==> config.mk <==
export PLATFORM = sky130hd
export DESIGN_NAME = gestor_ocupacion_flat
export DESIGN_NICKNAME = d
export VERILOG_FILES = /design/src/rtl/estacionamiento_pkg.sv /design/src/rtl/gestor_ocupacion_if.sv /design/src/rtl/detector_personas.sv /design/src/rtl/gestor_ocupacion.sv /design/src/flat_wrapper.sv
export SDC_FILE = /design/constraint.sdc
export NUM_CORES = 1
export LEC_CHECK = 0
export ABC_AREA = 0
export ABC_CLOCK_PERIOD_IN_PS = 5720
export BUFFER_PORTS_ARGS = -buffer_cell sky130_fd_sc_hd__buf_2
export CORE_MARGIN = 10
export CORE_UTILIZATION = 35
export CTS_CLUSTER_SIZE = 10
export DETAILED_ROUTE_END_ITERATION = 12
export PLACE_DENSITY_LB_ADDON = 0.12
export SLEW_MARGIN = 10
export SYNTH_ARGS = -nofsm -noshare
export SYNTH_HDL_FRONTEND = slang
export SYNTH_SLANG_ARGS = --single-unit
==> constraint.sdc <==
create_clock -name clk -period 5.72 [get_ports clk]
set_clock_uncertainty 0.2 [all_clocks]
set_input_delay 0.286 -clock clk [delete_from_list [all_inputs] [get_ports clk]]
set_output_delay 0.286 -clock clk [all_outputs]
set_load 0.02 [all_outputs]
==> src/rtl/estacionamiento_pkg.sv <==
// Shared parking-lot definitions: window FSM encoding and default sizing constants.
package estacionamiento_pkg;

  typedef enum logic [1:0] {
    REPOSO  = 2'b00,
    VENTANA = 2'b01,
    ALARMA  = 2'b10
  } estado_ventana_t;

  localparam int CAPACIDAD_DEF       = 16;
  localparam int ALERTA_PERSONAS_DEF = 3;
  localparam int VENTANA_CICLOS_DEF  = 1000;

  function automatic int ancho_de(input int capacidad);
    return $clog2(capacidad + 1);
  endfunction

endpackage

==> src/rtl/gestor_ocupacion_if.sv <==
// Event pulses from the sensor FSM and the occupancy/alarm status returned by the manager.
interface gestor_ocupacion_if #(
  parameter int CAPACIDAD = estacionamiento_pkg::CAPACIDAD_DEF
) ();
  localparam int ANCHO = estacionamiento_pkg::ancho_de(CAPACIDAD);

  logic             auto_entra;
  logic             auto_sale;
  logic             pulso_persona;
  logic             limpiar;
  logic [ANCHO-1:0] ocupados;
  logic [ANCHO-1:0] libres;
  logic             lleno;
  logic             vacio;
  logic             habilitar_entrada;
  logic             error_conteo;
  logic             alarma_persona;

  modport master (
    output auto_entra, auto_sale, pulso_persona, limpiar,
    input  ocupados, libres, lleno, vacio, habilitar_entrada, error_conteo, alarma_persona
  );

  modport slave (
    input  auto_entra, auto_sale, pulso_persona, limpiar,
    output ocupados, libres, lleno, vacio, habilitar_entrada, error_conteo, alarma_persona
  );
endinterface

==> src/rtl/detector_personas.sv <==
// Pedestrian window detector: raises a sticky alarm when ALERTA_PERSONAS pedestrian
// pulses fall inside one VENTANA_CICLOS-cycle window.
//   state   | meaning
//   REPOSO  | no window open, waiting for the first pedestrian pulse
//   VENTANA | window open, counting pedestrian pulses until the timer expires
//   ALARMA  | threshold reached, alarm held until limpiar
module detector_personas
  import estacionamiento_pkg::*;
#(
  parameter int ALERTA_PERSONAS = ALERTA_PERSONAS_DEF,
  parameter int VENTANA_CICLOS  = VENTANA_CICLOS_DEF
) (
  input  logic clk,
  input  logic reset,
  input  logic pulso_persona,
  input  logic limpiar,
  output logic alarma_persona
);
  localparam int CW = $clog2(ALERTA_PERSONAS + 1);
  localparam int TW = $clog2(VENTANA_CICLOS + 1);
  localparam logic [CW-1:0] ALERTA_W = CW'(ALERTA_PERSONAS);
  // The opening pedestrian cycle is already part of the window, so the timer
  // holds the cycles remaining after it; timer == 0 marks the last window cycle.
  localparam logic [TW-1:0] CARGA_W = TW'((VENTANA_CICLOS > 1) ? VENTANA_CICLOS - 2 : 0);

  estado_ventana_t estado;
  logic [CW-1:0]   cnt_p;
  logic [TW-1:0]   timer;
  logic [CW-1:0]   cnt_inc;

  assign cnt_inc = cnt_p + CW'(1);

  always_ff @(posedge clk or negedge reset) begin
    if (!reset) begin
      estado         <= REPOSO;
      cnt_p          <= '0;
      timer          <= '0;
      alarma_persona <= 1'b0;
    end else begin
      case (estado)
        REPOSO: begin
          if (pulso_persona) begin
            if (ALERTA_PERSONAS == 1) begin
              estado         <= ALARMA;
              alarma_persona <= 1'b1;
            end else if (VENTANA_CICLOS > 1) begin
              estado <= VENTANA;
              cnt_p  <= CW'(1);
              timer  <= CARGA_W;
            end
          end
        end
        VENTANA: begin
          if (pulso_persona && (cnt_inc == ALERTA_W)) begin
            estado         <= ALARMA;
            alarma_persona <= 1'b1;
            cnt_p          <= cnt_inc;
          end else if (timer == '0) begin
            estado <= REPOSO;
            cnt_p  <= '0;
          end else begin
            timer <= timer - TW'(1);
            if (pulso_persona) cnt_p <= cnt_inc;
          end
        end
        ALARMA: begin
          if (limpiar) begin
            estado         <= REPOSO;
            alarma_persona <= 1'b0;
            cnt_p          <= '0;
          end
        end
        default: estado <= REPOSO;
      endcase
    end
  end
endmodule

==> src/rtl/gestor_ocupacion.sv <==
// Parking occupancy manager: saturating space counter, registered flags,
// sticky counting-error flag and the pedestrian window detector.
module gestor_ocupacion
  import estacionamiento_pkg::*;
#(
  parameter int CAPACIDAD       = CAPACIDAD_DEF,
  parameter int ALERTA_PERSONAS = ALERTA_PERSONAS_DEF,
  parameter int VENTANA_CICLOS  = VENTANA_CICLOS_DEF
) (
  input logic             clk,
  input logic             reset,
  gestor_ocupacion_if.slave bus
);
  localparam int ANCHO = ancho_de(CAPACIDAD);
  localparam logic [ANCHO-1:0] CAP_W = ANCHO'(CAPACIDAD);

  logic [ANCHO-1:0] ocupados_q, libres_q, ocup_next;
  logic             lleno_q, vacio_q, habilitar_q, error_q, error_set;

  always_comb begin
    ocup_next = ocupados_q;
    error_set = 1'b0;
    if (bus.auto_entra && !bus.auto_sale) begin
      if (ocupados_q == CAP_W) error_set = 1'b1;
      else                     ocup_next = ocupados_q + ANCHO'(1);
    end else if (bus.auto_sale && !bus.auto_entra) begin
      if (ocupados_q == '0) error_set = 1'b1;
      else                  ocup_next = ocupados_q - ANCHO'(1);
    end
  end

  // Flags come from ocup_next so they change on the same edge as ocupados.
  always_ff @(posedge clk or negedge reset) begin
    if (!reset) begin
      ocupados_q  <= '0;
      libres_q    <= CAP_W;
      lleno_q     <= 1'b0;
      vacio_q     <= 1'b1;
      habilitar_q <= 1'b1;
      error_q     <= 1'b0;
    end else begin
      ocupados_q  <= ocup_next;
      libres_q    <= CAP_W - ocup_next;
      lleno_q     <= (ocup_next == CAP_W);
      vacio_q     <= (ocup_next == '0);
      habilitar_q <= (ocup_next != CAP_W);
      if (error_set)        error_q <= 1'b1;
      else if (bus.limpiar) error_q <= 1'b0;
    end
  end

  assign bus.ocupados          = ocupados_q;
  assign bus.libres            = libres_q;
  assign bus.lleno             = lleno_q;
  assign bus.vacio             = vacio_q;
  assign bus.habilitar_entrada = habilitar_q;
  assign bus.error_conteo      = error_q;

  detector_personas #(
    .ALERTA_PERSONAS(ALERTA_PERSONAS),
    .VENTANA_CICLOS (VENTANA_CICLOS)
  ) u_detector (
    .clk           (clk),
    .reset         (reset),
    .pulso_persona (bus.pulso_persona),
    .limpiar       (bus.limpiar),
    .alarma_persona(bus.alarma_persona)
  );
endmodule

==> src/flat_wrapper.sv <==
// flat-port wrapper written by rule: the top's interface ports become plain ports
module gestor_ocupacion_flat import estacionamiento_pkg::*;
#(
  parameter int CAPACIDAD       = CAPACIDAD_DEF,
  parameter int ALERTA_PERSONAS = ALERTA_PERSONAS_DEF,
  parameter int VENTANA_CICLOS  = VENTANA_CICLOS_DEF
)
  (clk, reset, bus_auto_entra, bus_auto_sale, bus_pulso_persona, bus_limpiar, bus_ocupados, bus_libres, bus_lleno, bus_vacio, bus_habilitar_entrada, bus_error_conteo, bus_alarma_persona);
  gestor_ocupacion_if #(.CAPACIDAD(CAPACIDAD)) bus_i ();
  input logic clk;
  input logic reset;
  input wire logic [$bits(bus_i.auto_entra)-1:0] bus_auto_entra;
  input wire logic [$bits(bus_i.auto_sale)-1:0] bus_auto_sale;
  input wire logic [$bits(bus_i.pulso_persona)-1:0] bus_pulso_persona;
  input wire logic [$bits(bus_i.limpiar)-1:0] bus_limpiar;
  output wire logic [$bits(bus_i.ocupados)-1:0] bus_ocupados;
  output wire logic [$bits(bus_i.libres)-1:0] bus_libres;
  output wire logic [$bits(bus_i.lleno)-1:0] bus_lleno;
  output wire logic [$bits(bus_i.vacio)-1:0] bus_vacio;
  output wire logic [$bits(bus_i.habilitar_entrada)-1:0] bus_habilitar_entrada;
  output wire logic [$bits(bus_i.error_conteo)-1:0] bus_error_conteo;
  output wire logic [$bits(bus_i.alarma_persona)-1:0] bus_alarma_persona;
  assign bus_i.auto_entra = bus_auto_entra;
  assign bus_i.auto_sale = bus_auto_sale;
  assign bus_i.pulso_persona = bus_pulso_persona;
  assign bus_i.limpiar = bus_limpiar;
  assign bus_ocupados = bus_i.ocupados;
  assign bus_libres = bus_i.libres;
  assign bus_lleno = bus_i.lleno;
  assign bus_vacio = bus_i.vacio;
  assign bus_habilitar_entrada = bus_i.habilitar_entrada;
  assign bus_error_conteo = bus_i.error_conteo;
  assign bus_alarma_persona = bus_i.alarma_persona;
  gestor_ocupacion #(.CAPACIDAD(CAPACIDAD), .ALERTA_PERSONAS(ALERTA_PERSONAS), .VENTANA_CICLOS(VENTANA_CICLOS)) u_core (.clk(clk), .reset(reset), .bus(bus_i));
endmodule
==> run metrics <==
HPWL after detailed placement 2.72 mm; vias per std cell 5.31; Cell Pwr Density 526 nW/µm²; pre-CTS WS 2740 ps; sequential cell area fraction in the yosys report 0.427; sink count of the clock tree 28; count of warnings emitted by yosys 0; Diodes inserted 0; path category of the worst min-delay check input port to flop; share of the clock period used by the worst path 0.521; transition time at the pin with the least slew margin 631 ps; final setup slack of the worst path 2740 ps; number of enable flip-flop cells after synthesis 0; Routed WL per cell 14.8 µm; clock input transition at the sequential cells of the worst setup and hold paths 100 ps; Post-Syn Area per Cell 9.48 µm²; cts repair resizes 0; starting density of the core 0.369; Total Nets Final 212; clock root buffer sky130_fd_sc_hd__clkbuf_8; final hold vios 0; share of post-route cells with drive strength above 1 0.176; number of vias in the routed layout 1,300; global-route wire length before repair 6.30 mm; die width 88.7 µm; Worst EP required 5750 ps; peak ir drop on the vdd network 0.245 mV; number of DRC markers in iteration 0 61; relative slew slack 0.579; synthesized netlist net count 192; Crit Path Max Fanout 6; endpoints failing setup 0; total negative slack for setup checks 0 ps; count of pins over their slew limit 0; clock tree from TritonCTS yes; max-cap check violation count 0; area of the core 4470 µm²; top-level I/O count 21; drt total wl 3.62 mm; area added between synthesis and finish 13.3%; Final ANT Viol Nets 0; worst endpoint data arrival time 3010 ps; total leakage power 0.000823 µW; instance count of the mapped netlist 174; remaining global-route overflow 0; Die Height 88.7 µm; via count of the first global-routing pass 1,326; Cell Area, Synth 1650 µm²; full die area 7860 µm²; outcome completed; top library cells by usage in the layout, fill and taps aside 25 x sky130_fd_sc_hd__dfrtp_1, 22 x sky130_fd_sc_hd__inv_1, 20 x sky130_fd_sc_hd__buf_2; number of buffers inserted during clock tree synthesis 3; total of flip-flops plus latches after synthesis 28; leading cell type in the layout, fill and taps excluded sky130_fd_sc_hd__dfrtp_1; initial antenna violation count 0; top achievable clock speed 336 MHz; post-synthesis async set-or-reset flop share 1.00; DRC viols 0; Overall Global Routing Usage 0.0992; sort of element at the start of the critical path flop; endpoint type of the worst setup path flop; Placer Congestion 0.934; row cnt 24; number of detailed-route iterations in the first pass 4; fin crit period 2980 ps; largest buffer count on any clock path 2; RSZ-0062 raised after global routing false; count of distinct cell types in the synthesized netlist 45; H-tree Lvls 1; pin count of the biggest net entering global routing 29; Most used DFF post-synth sky130_fd_sc_hd__dfrtp_1; Skew-Pair Late Insertion Delay 280 ps; type of the worst setup path flop to flop; Port-buffer cells 20
-- cell usage after synthesis (all sizes together) (5+ instances only) --
| library cell | instances | area share |
|---|---|---|
| a21oi | 6 | 0.018 |
| clkbuf | 5 | 0.011 |
| dfrtp | 25 | 0.38 |
| ha | 12 | 0.091 |
| inv | 22 | 0.050 |
| nand2 | 14 | 0.032 |
| nor2 | 10 | 0.023 |
| nor2b | 5 | 0.019 |
| nor3 | 7 | 0.021 |
| o211ai | 5 | 0.023 |
| o21ai | 8 | 0.024 |
| xnor2 | 10 | 0.053 |
-- sequential cells by signal (all words and copies together), names as in the netlist --
register / count
u_core.bus.error_conteo: 1
u_core.bus.habilitar_entrada: 1
u_core.bus.libres: 4
u_core.bus.lleno: 1
u_core.bus.ocupados: 5
u_core.bus.vacio: 1
u_core.u_detector.alarma_persona: 1
u_core.u_detector.cnt_p: 2
u_core.u_detector.estado: 2
u_core.u_detector.timer: 10
-- cell type report --
class / count / area (µm²)
Sequential cell: 28 / 704
Clock inverter: 1 / 30.0
Multi-Input combinational cell: 118 / 837
Tap cell: 52 / 65.1
Clock buffer: 3 / 41.3
Inverter: 22 / 82.6
Timing Repair Buffer: 21 / 110
Fill cell: 429 / 2600
-- per-layer routing --
layer	track usage	vias to the layer above	share of wire
li1	-	643	-
met1	0.128	613	0.47
met2	0.154	38	0.44
met3	0.0331	6	0.075
met4	0.0294	0	0.011
met5	0	-	0
-- kinds of logic (layout without fill, tap and decap cells) --
family          Yosys count  count (layout)  share of synthesized area
fa+ha+maj                12              12                     0.0910
flops                    28              28                      0.427
xor+xnor                 11              11                     0.0584
mux                       1               1                    0.00682
buf+inv                  28              47                     0.0660
compound gates           38              38                      0.166
simple gates             56              56                      0.185
-- stage by stage --
stage	hold WS, ps	utilization	power, µW	std cells	area [µm²]
5_1_grt	72.2	0.418	1080	245	1870
4_1_cts	52.4	0.418	994	245	1870
3_3_place_gp	146	0.400	820	240	1790
2_1_floorplan	-210	-	705	174	1650
6_report	52.3	0.418	984	245	1870
3_5_place_dp	149	0.400	829	240	1790
-- final timing paths --
kind,startpoint,slack (ps),cells past startpoint,end
max in group asynchronous,reset,4550,2,u_core.bus.ocupados[3]$_DFF_PN0_
worst min-delay path,bus_limpiar,50,2,u_core.bus.error_conteo$_DFFE_PN0P_
min in group asynchronous,reset,350,2,u_core.u_detector.timer[3]$_DFFE_PN0P_
worst max register to register,u_core.bus.ocupados[0]$_DFF_PN0_,2740,11,u_core.bus.libres[4]$_DFF_PN1_
worst max-delay path,u_core.bus.ocupados[0]$_DFF_PN0_,2740,11,u_core.bus.libres[4]$_DFF_PN1_
worst min register to register,u_core.u_detector.cnt_p[1]$_DFFE_PN0P_,290,2,u_core.u_detector.cnt_p[1]$_DFFE_PN0P_
-- worst max-delay path, cell delays in order (launching register included) --
cell	delay, ps
sky130_fd_sc_hd__dfrtp_1	440
sky130_fd_sc_hd__inv_1	140
sky130_fd_sc_hd__ha_1	230
sky130_fd_sc_hd__or4b_2	610
sky130_fd_sc_hd__a21oi_1	180
sky130_fd_sc_hd__o32ai_1	140
sky130_fd_sc_hd__inv_1	80
sky130_fd_sc_hd__ha_1	180
sky130_fd_sc_hd__inv_1	50
sky130_fd_sc_hd__nor3b_1	340
sky130_fd_sc_hd__ha_1	300
sky130_fd_sc_hd__inv_1	50
-- repair_timing --
action                                  in CTS  in global routing
hold endpoints to repair                    25                  0
endpoints found under the setup margin       0                  0
buffers inserted                             0                  0
hold buffers                                 1                  0
-- report_power, final --
group / switching [µW] / total [µW] / internal [µW]
Sequential: 67.6 / 342 / 274
Clock: 61.7 / 155 / 93.7
Combinational: 296 / 487 / 191
No activity file was read; power rests on OpenSTA's default activity.
